[src/rtl/fetch_unit.sv]
// fetch_unit: instruction fetch front-end.
// It tracks the PC, reads one word at a time, holds the word for the decoder and predicts branches with a 2-bit BHT.
module fetch_unit #(
  parameter logic [31:0] RESET_PC = 32'h0,
  parameter int BHT_BITS = 6
) (
  input  logic        clk,
  input  logic        rst_n,
  input  logic        rdy,
  input  logic        stall,
  input  logic        clear,
  input  logic [31:0] clear_pc,
  input  logic        br_update,
  input  logic [31:0] br_update_pc,
  input  logic        br_taken,
  output logic        mem_req,
  output logic [31:0] mem_addr,
  input  logic        mem_valid,
  input  logic [31:0] mem_rdata,
  output logic        decoder_enable,
  output logic [31:0] inst_out,
  output logic [31:0] inst_pc_out,
  output logic        predict,
  input  logic [31:0] branch_predict
);
  localparam logic [2:0] IDLE = 3'd0, FETCH = 3'd1, ISSUE = 3'd2, WAIT_JR = 3'd3, FLUSH = 3'd4;
  localparam logic [6:0] OP_BR = 7'b1100011, OP_JAL = 7'b1101111, OP_JALR = 7'b1100111;
  logic [2:0] state, state_nx;
  logic [31:0] pc, pc_nx, jal_off;
  logic [1:0] bht [0:(1<<BHT_BITS)-1];
  logic [BHT_BITS-1:0] idx, upd_idx;
  logic [1:0] upd_cnt;
  logic pred_q, unused_ok;
  assign idx = pc[BHT_BITS+1:2];
  assign upd_idx = br_update_pc[BHT_BITS+1:2];
  assign upd_cnt = bht[upd_idx];
  assign jal_off = {{11{inst_out[31]}}, inst_out[31], inst_out[19:12], inst_out[20], inst_out[30:21], 1'b0};
  assign mem_req = state == FETCH;
  assign mem_addr = pc;
  assign decoder_enable = state == ISSUE;
  assign predict = decoder_enable && pred_q;
  assign unused_ok = ^{br_update_pc[31:BHT_BITS+2], br_update_pc[1:0], pc_nx[1:0], inst_out[11:7]};
  // A clear while a read is still outstanding must park in FLUSH so the stale reply is swallowed.
  always_comb begin
    state_nx = state;
    pc_nx = pc;
    if (state == IDLE) state_nx = FETCH;
    else if (clear) begin
      pc_nx = clear_pc;
      state_nx = (state == FETCH || state == FLUSH) && !mem_valid ? FLUSH : FETCH;
    end
    else if (state == FETCH) state_nx = mem_valid ? ISSUE : FETCH;
    else if (state == FLUSH) state_nx = mem_valid ? FETCH : FLUSH;
    else if (state == ISSUE && !stall) begin
      state_nx = inst_out[6:0] == OP_JALR ? WAIT_JR : FETCH;
      pc_nx = inst_out[6:0] == OP_BR ? branch_predict :
              inst_out[6:0] == OP_JAL ? pc + jal_off :
              inst_out[6:0] == OP_JALR ? pc : pc + 32'd4;
    end
  end
  always_ff @(posedge clk or negedge rst_n)
    if (!rst_n) begin
      state <= IDLE;
      pc <= RESET_PC;
      inst_out <= '0;
      inst_pc_out <= '0;
      pred_q <= 1'b0;
    end else if (rdy) begin
      state <= state_nx;
      pc <= {pc_nx[31:2], pc[1:0]};
      if (state == FETCH && mem_valid && !clear) begin
        inst_out <= mem_rdata;
        inst_pc_out <= pc;
        pred_q <= mem_rdata[6:0] == OP_BR && bht[idx][1];
      end
    end
  // Prediction is captured with the word, so a same-edge update is seen only by later fetches.
  always_ff @(posedge clk or negedge rst_n)
    if (!rst_n) for (int i = 0; i < (1<<BHT_BITS); i++) bht[i] <= 2'b01;
    else if (rdy && br_update)
      bht[upd_idx] <= br_taken ? (upd_cnt == 2'b11 ? upd_cnt : upd_cnt + 2'd1)
                               : (upd_cnt == 2'b00 ? upd_cnt : upd_cnt - 2'd1);
endmodule

[config.mk]
export PLATFORM = sky130hd
export DESIGN_NAME = fetch_unit
export DESIGN_NICKNAME = d
export VERILOG_FILES = /design/src/rtl/fetch_unit.sv
export SDC_FILE = /design/constraint.sdc
export NUM_CORES = 1
export LEC_CHECK = 0
export CORE_MARGIN = 3
export CORE_UTILIZATION = 47
export CTS_CLUSTER_DIAMETER = 40
export CTS_CLUSTER_SIZE = 8
export DETAILED_ROUTE_END_ITERATION = 8
export PLACE_DENSITY_LB_ADDON = 0.05
export SYNTH_ARGS = -nofsm -noshare
export SYNTH_HDL_FRONTEND = slang
export SYNTH_SLANG_ARGS = --single-unit
[constraint.sdc]
create_clock -name clk -period 11.36 [get_ports clk]
set_input_delay 3.408 -clock clk [delete_from_list [all_inputs] [get_ports clk]]
set_output_delay 3.408 -clock clk [all_outputs]
set_load 0.1 [all_outputs]
; ---- Yosys cells after proc, flatten, opt, wreduce, memory -nomap -nowiden
; Index checks and enable logic that the tools add are counted.
[op_classes]
n_addsub = 4
eq_ne = 11
n_reduce_logical = 19
n_lt_le_gt_ge = 3
n_bitwise = 3
n_mux = 28
[op_table]
columns = op, count
row1 = $mux 32, 7
row2 = $bwmux 128, 1
row3 = $add 32x3->32 const B, 1
row4 = $add 32x32->32, 1
row5 = $eq 7x7->1 const B, 4
row6 = $bmux 2 s6, 2
row7 = $mux 3, 7
row8 = $mux 2, 10
row9 = $ge 7x7->1 const B, 2
row10 = $not 6->7, 2
row11 = $demux 2 s6, 1
row12 = $logic_and 1x1->1, 8
row13 = $lt 7x1->1 const B, 1
row14 = $reduce_and 6->1, 1
row15 = $reduce_bool 5->1, 1
row16 = $ne 2x2->1 const B, 2
row17 = $ne 4x2->1 const B, 1
row18 = $reduce_and 2->1, 2
row19 = $eq 3x1->1 const B, 1
row20 = $eq 3x2->1 const B, 1
row21 = $eq 3x3->1 const B, 1
row22 = $logic_not 1->1, 3
row23 = $logic_not 3->1, 1
row24 = $add 2x1->2 const B, 1
row25 = other kinds (6), 6
[totals]
ff_bits = 224
out_inout_bits = 99
inputBits = 136
word_cells = 137

; ---- Depth between registers and ports, before layout
[depth]
depth_word = 8
ltp_mapped = 16
ltp_nobuf = 13

; ---- Worst setup path after synthesis
; No wires, ideal clock.
[synth_path]
path_kind = flip-flop to output port
from = register state[0]
to = output port mem_req
path_stages_with_launch = 3
t_required_ns = 7.952
path_buffers = 1
t_arrival_ns = 3.019
slack_ns = 4.933
path_cell_list = dfrtp_1 clkbuf_1 nor3b_1
[synth_via]
elab_chain_cells = 1
[synth_rtl]
columns = element, line_no
row1 = "start, declared", 28  ; logic [2:0] state, state_nx;
row2 = "start signal, assigned", 69  ; state <= state_nx;
row3 = $eq 3x1->1, 38  ; assign mem_req = state == FETCH;
row4 = "end, declared", 16  ; output logic mem_req,
; Every way passes these cells.

; ---- Worst setup path in the final report
[layout_path]
from = input port br_update_pc[2]
to = register bht[61] (netlist name)
[layout_via]
elab_chain_cells = 8
elab_cells_between_ends = 17
cone_classes = add/sub (2) / order compare (2) / eq/ne (1) / mux (9) / bitwise (1) / reduce/logical (2)
[layout_rtl]
columns = element, line_no
row1 = "start, declared", 14  ; input logic [31:0] br_update_pc,
row2 = $not 6->7 (*), "36, 81"
row3 = $bmux 2 s6, 36  ; assign upd_cnt = bht[upd_idx];
row4 = $mux 2 (implied by the code) (2 in a row), 36
row5 = "$sub 2x1->2, or another cell as far along", 82  ; : (upd_cnt == 2'b00 ? upd_cnt : upd_cnt - 2'd1);
row6 = "$mux 2, on equally long branches", "82, 81"
row7 = $mux 2, 81  ; bht[upd_idx] <= br_taken ? (upd_cnt == 2'b11 ? upd_cnt : upd_cnt + 2'd1)
row8 = $bwmux 128 (*), 81
row9 = "end signal, assigned by index", 81
row10 = "end, declared", 30  ; logic [1:0] bht [0:(1<<BHT_BITS)-1];
; Mark *: on every way between the ends. The rest lies on a longest branch, timed or not. The select of a mux whose other input is x is not followed.
; A chain may end at the register's enable or synchronous reset.

==> metrics.md <==
| Metric | Value |
|---|---|
| Status | finished clean |
| CP required | ~12 ns |
| F_max | 0.145 GHz |
| Worst-Margin Slew | 1.20 ns |
| Tmin final | 6.92 ns |
| Layout cells sized above 1 | 22.7% |
| Critical path capture point type | register |
| Synth Warn # | 0 |
| Filler cell count | between 2000 and 2500 |
| Power Dens Cells | 262 nW/um^2 |
| Clk_skew | about 0.022 ns |
| Hold Crit Class | reg -> reg |
| Worst Path Arrival | 7.25 ns |
| Core footprint | ~26000 um^2 |
| Pins Over Slew Limit | 0 |
| Netlist cell types | 81 |
| Area delta synth->final | 26.6% |
| Skew-Pair Late Insertion Delay | 0.52 ns |
| Final setup fails | 0 |
| Max-cap violations | 0 |
| Overflow after GRT | 0 |
| Largest net degree at the start of global routing | 83 |
| CTS buffer count | 39 |
| #FFs+latches synth | 224 |
| Vias in the first global route | 10200 |
| ANT nets after route | 0 |
| Syn Std Cell Area | 12600 um^2 |
| Max stage delay on crit path | 1.03 ns |
| Avg Inst Size Synth | 10.5 um^2 |
| Slew HR | 20.2% |
| IO Count | 235 |
| Max Buffers Root-to-Sink | 3 |
| Most frequent cells in the layout | clkdlybuf4s50_1 (198), dfrtp_1 (160), nand2_1 (149) |
| Hold slack | roughly 0.5 ns |
| Via Count | 10200 |
| Dpl hpwl | around 26000 um |
| Row count | 59 |
| Die area | 28900 um^2 |
| Final Util | 60.9% |
| Initial Util | 48.1% |
| Setup TNS Final | 0 ns |
| Crit-path cells | buf_2, buf_4, mux2_2, a221o_1, o21ai_0, o211ai_1, a211oi_1, and4b_1, maj3_2, o21ai_0 |
| Initial antenna violation count | 0 |
| Leakage | 6.57 nW |
| Chip Height | 170 um |
| Crit Path Max Fanout | 64 |
| CP top delay family | compound AO/OA/AOI/OAI gates |
| Crit path top cell by count | o21ai_0 |
| Htree depth | 2 |
| Worst Setup Start Kind | primary input |
| Pre-Repair DR Iteration Count | 5 |
| Root buffer cell | clkbuf_16 |
| Crit-path slowest cell | maj3_2 |
| # diodes | 0 |
| Die X | 170 um |
| Hold buffer count at cts | 0 |
| Port buffer count | 200 |
| CTS tree | built |
| Residual DRC | 0 |
| Final WL | 37300 um |
| Tot GR Track Use | 25.6% |
| Fin nets | 1537 |
| Final hold vios | 0 |
| Routed len/inst | roughly 21 um |
| Seq/Total Area, Yosys | 44.9% |
| WS Path Type | in -> reg |
| Period Utilization, post-route | 60.9% |
| Synth Instances | 1206 |
| CP bufs+invs | 2 |
| RSZ-0062 raised after global routing | false |
| Sink Count | 224 |
| Maximum VDD drop | 0.149 mV |
| Vias per inst | 5.86 |
| Commonest non-fill, non-tap cell in the layout | clkdlybuf4s50_1 |
| GPL Wtd Cong | 0.886 |
| Initial drt markers | 615 |
| CTS clk-pin slew, worst paths | 0.05 ns |
| Post-synth EDFFs | 0 |
| Synth Flop Type | dfrtp_1 |
| Post-CTS setup buffer count | 0 |
| Post-cts gate resize count | 0 |
| FFs w/ async S/R, synth | 100% |
| First-pass GRT wire length | 58700 um |
## path summary, 6_finish.rpt
path                                  from      endpoint  slack (ns)  depth (start not counted)
max                        br_update_pc[2]       bht[61]        4.44                         10
min                            inst_out[9]   inst_out[9]        0.50                          1
max reg2reg                    inst_out[4]  mem_addr[28]        7.14                         14
min reg2reg                    inst_out[9]   inst_out[9]        0.50                          1
max in group asynchronous            rst_n        bht[3]        6.97                          2
min in group asynchronous            rst_n   inst_out[6]        2.88                          1
## layer usage
metal,vias up,wire [um],GRT usage (%),part of all wire (%)
li1,4783,-,-,-
met1,5041,15700,34.2,42
met4,0,935,7.05,2.5
met5,-,0,0,0
met3,69,2230,3.93,6.0
met2,339,18400,43.7,49
## stage by stage
stage	instance area, um^2	total power [W]	std cells	setup slack [ns]
finish	16000	0.00420	1746	4.44
global route	16000	0.00437	1746	4.19
CTS	16000	0.00424	1746	4.48
detailed placement	14800	0.00312	1676	3.93
global placement	14800	0.00310	1676	4.00
floorplan	12700	0.00261	1209	4.93
## worst register-to-register path, delay by kind of cell (launching register included)
family | cells | cell delay (ns)
adders and majority gates | 2 | 0.61
and+or+nand+nor | 4 | 0.79
DFF | 1 | 0.38
AOI/OAI and AO/OA | 7 | 2.09
buffers and inverters | 1 | 0.26
## power by group
part           switching [W]  internal, W  leakage, nW
Combinational        0.00141     0.000514         3.22
Clock               0.000382     0.000717        0.609
Sequential          0.000185     0.000996         2.74
Total                0.00197      0.00223         6.57
## cell usage after synthesis (all sizes together), types with 6 or more instances
library cell,n,area share (%)
a211oi,7,0.42
a21oi,59,2.3
a221o,6,0.47
a221oi,15,1.1
a22oi,15,0.89
and2,26,1.3
and3,24,1.2
buf,34,1.9
clkbuf,47,1.4
dfrtp,160,32
dfstp,64,13
ha,18,1.8
inv,13,0.39
mux2,131,12
mux2i,29,2.3
mux4,32,5.7
nand2,149,4.4
nand2b,7,0.35
nand3,27,1.1
nand4,6,0.30
nor2,83,2.5
nor3,17,0.71
o211ai,6,0.36
o21ai,102,4.0
o22ai,6,0.30
or2,8,0.40
xnor2,10,0.69
xor2,9,0.62
## sequential cells by signal, indices dropped and copies added, names as in the netlist
name,count
bht,128
inst_out,32
inst_pc_out,30
mem_addr,30
pred_q,1
state,3
## area by class of cell
cell class / count / area (um^2) / share of cell area (%)
flip-flops and latches: 224 / 5690 / 35.5
multi-input cells: 891 / 6520 / 40.7
repair buffers: 213 / 2100 / 13.1
well taps: 335 / 419 / 2.62
clock buffers: 58 / 1110 / 6.92
clock inverters: 12 / 125 / 0.782
inverters: 13 / 48.8 / 0.305
## logic make-up (layout without fill, tap and decap cells)
group                      Yosys count  in the layout  share of synthesized area, %
AOI/OAI and AO/OA                  273            273                          13.7
xor gates and xnor gates            19             19                          1.32
adders and majority gates           21             21                          2.14
buffers and inverters               94            296                          3.72
DFF                                224            224                          44.9
muxes                              192            192                          19.7
other                                1              4                        0.0296
and+or+nand+nor                    382            382                          14.5
(Power assumes the default switching activity.)
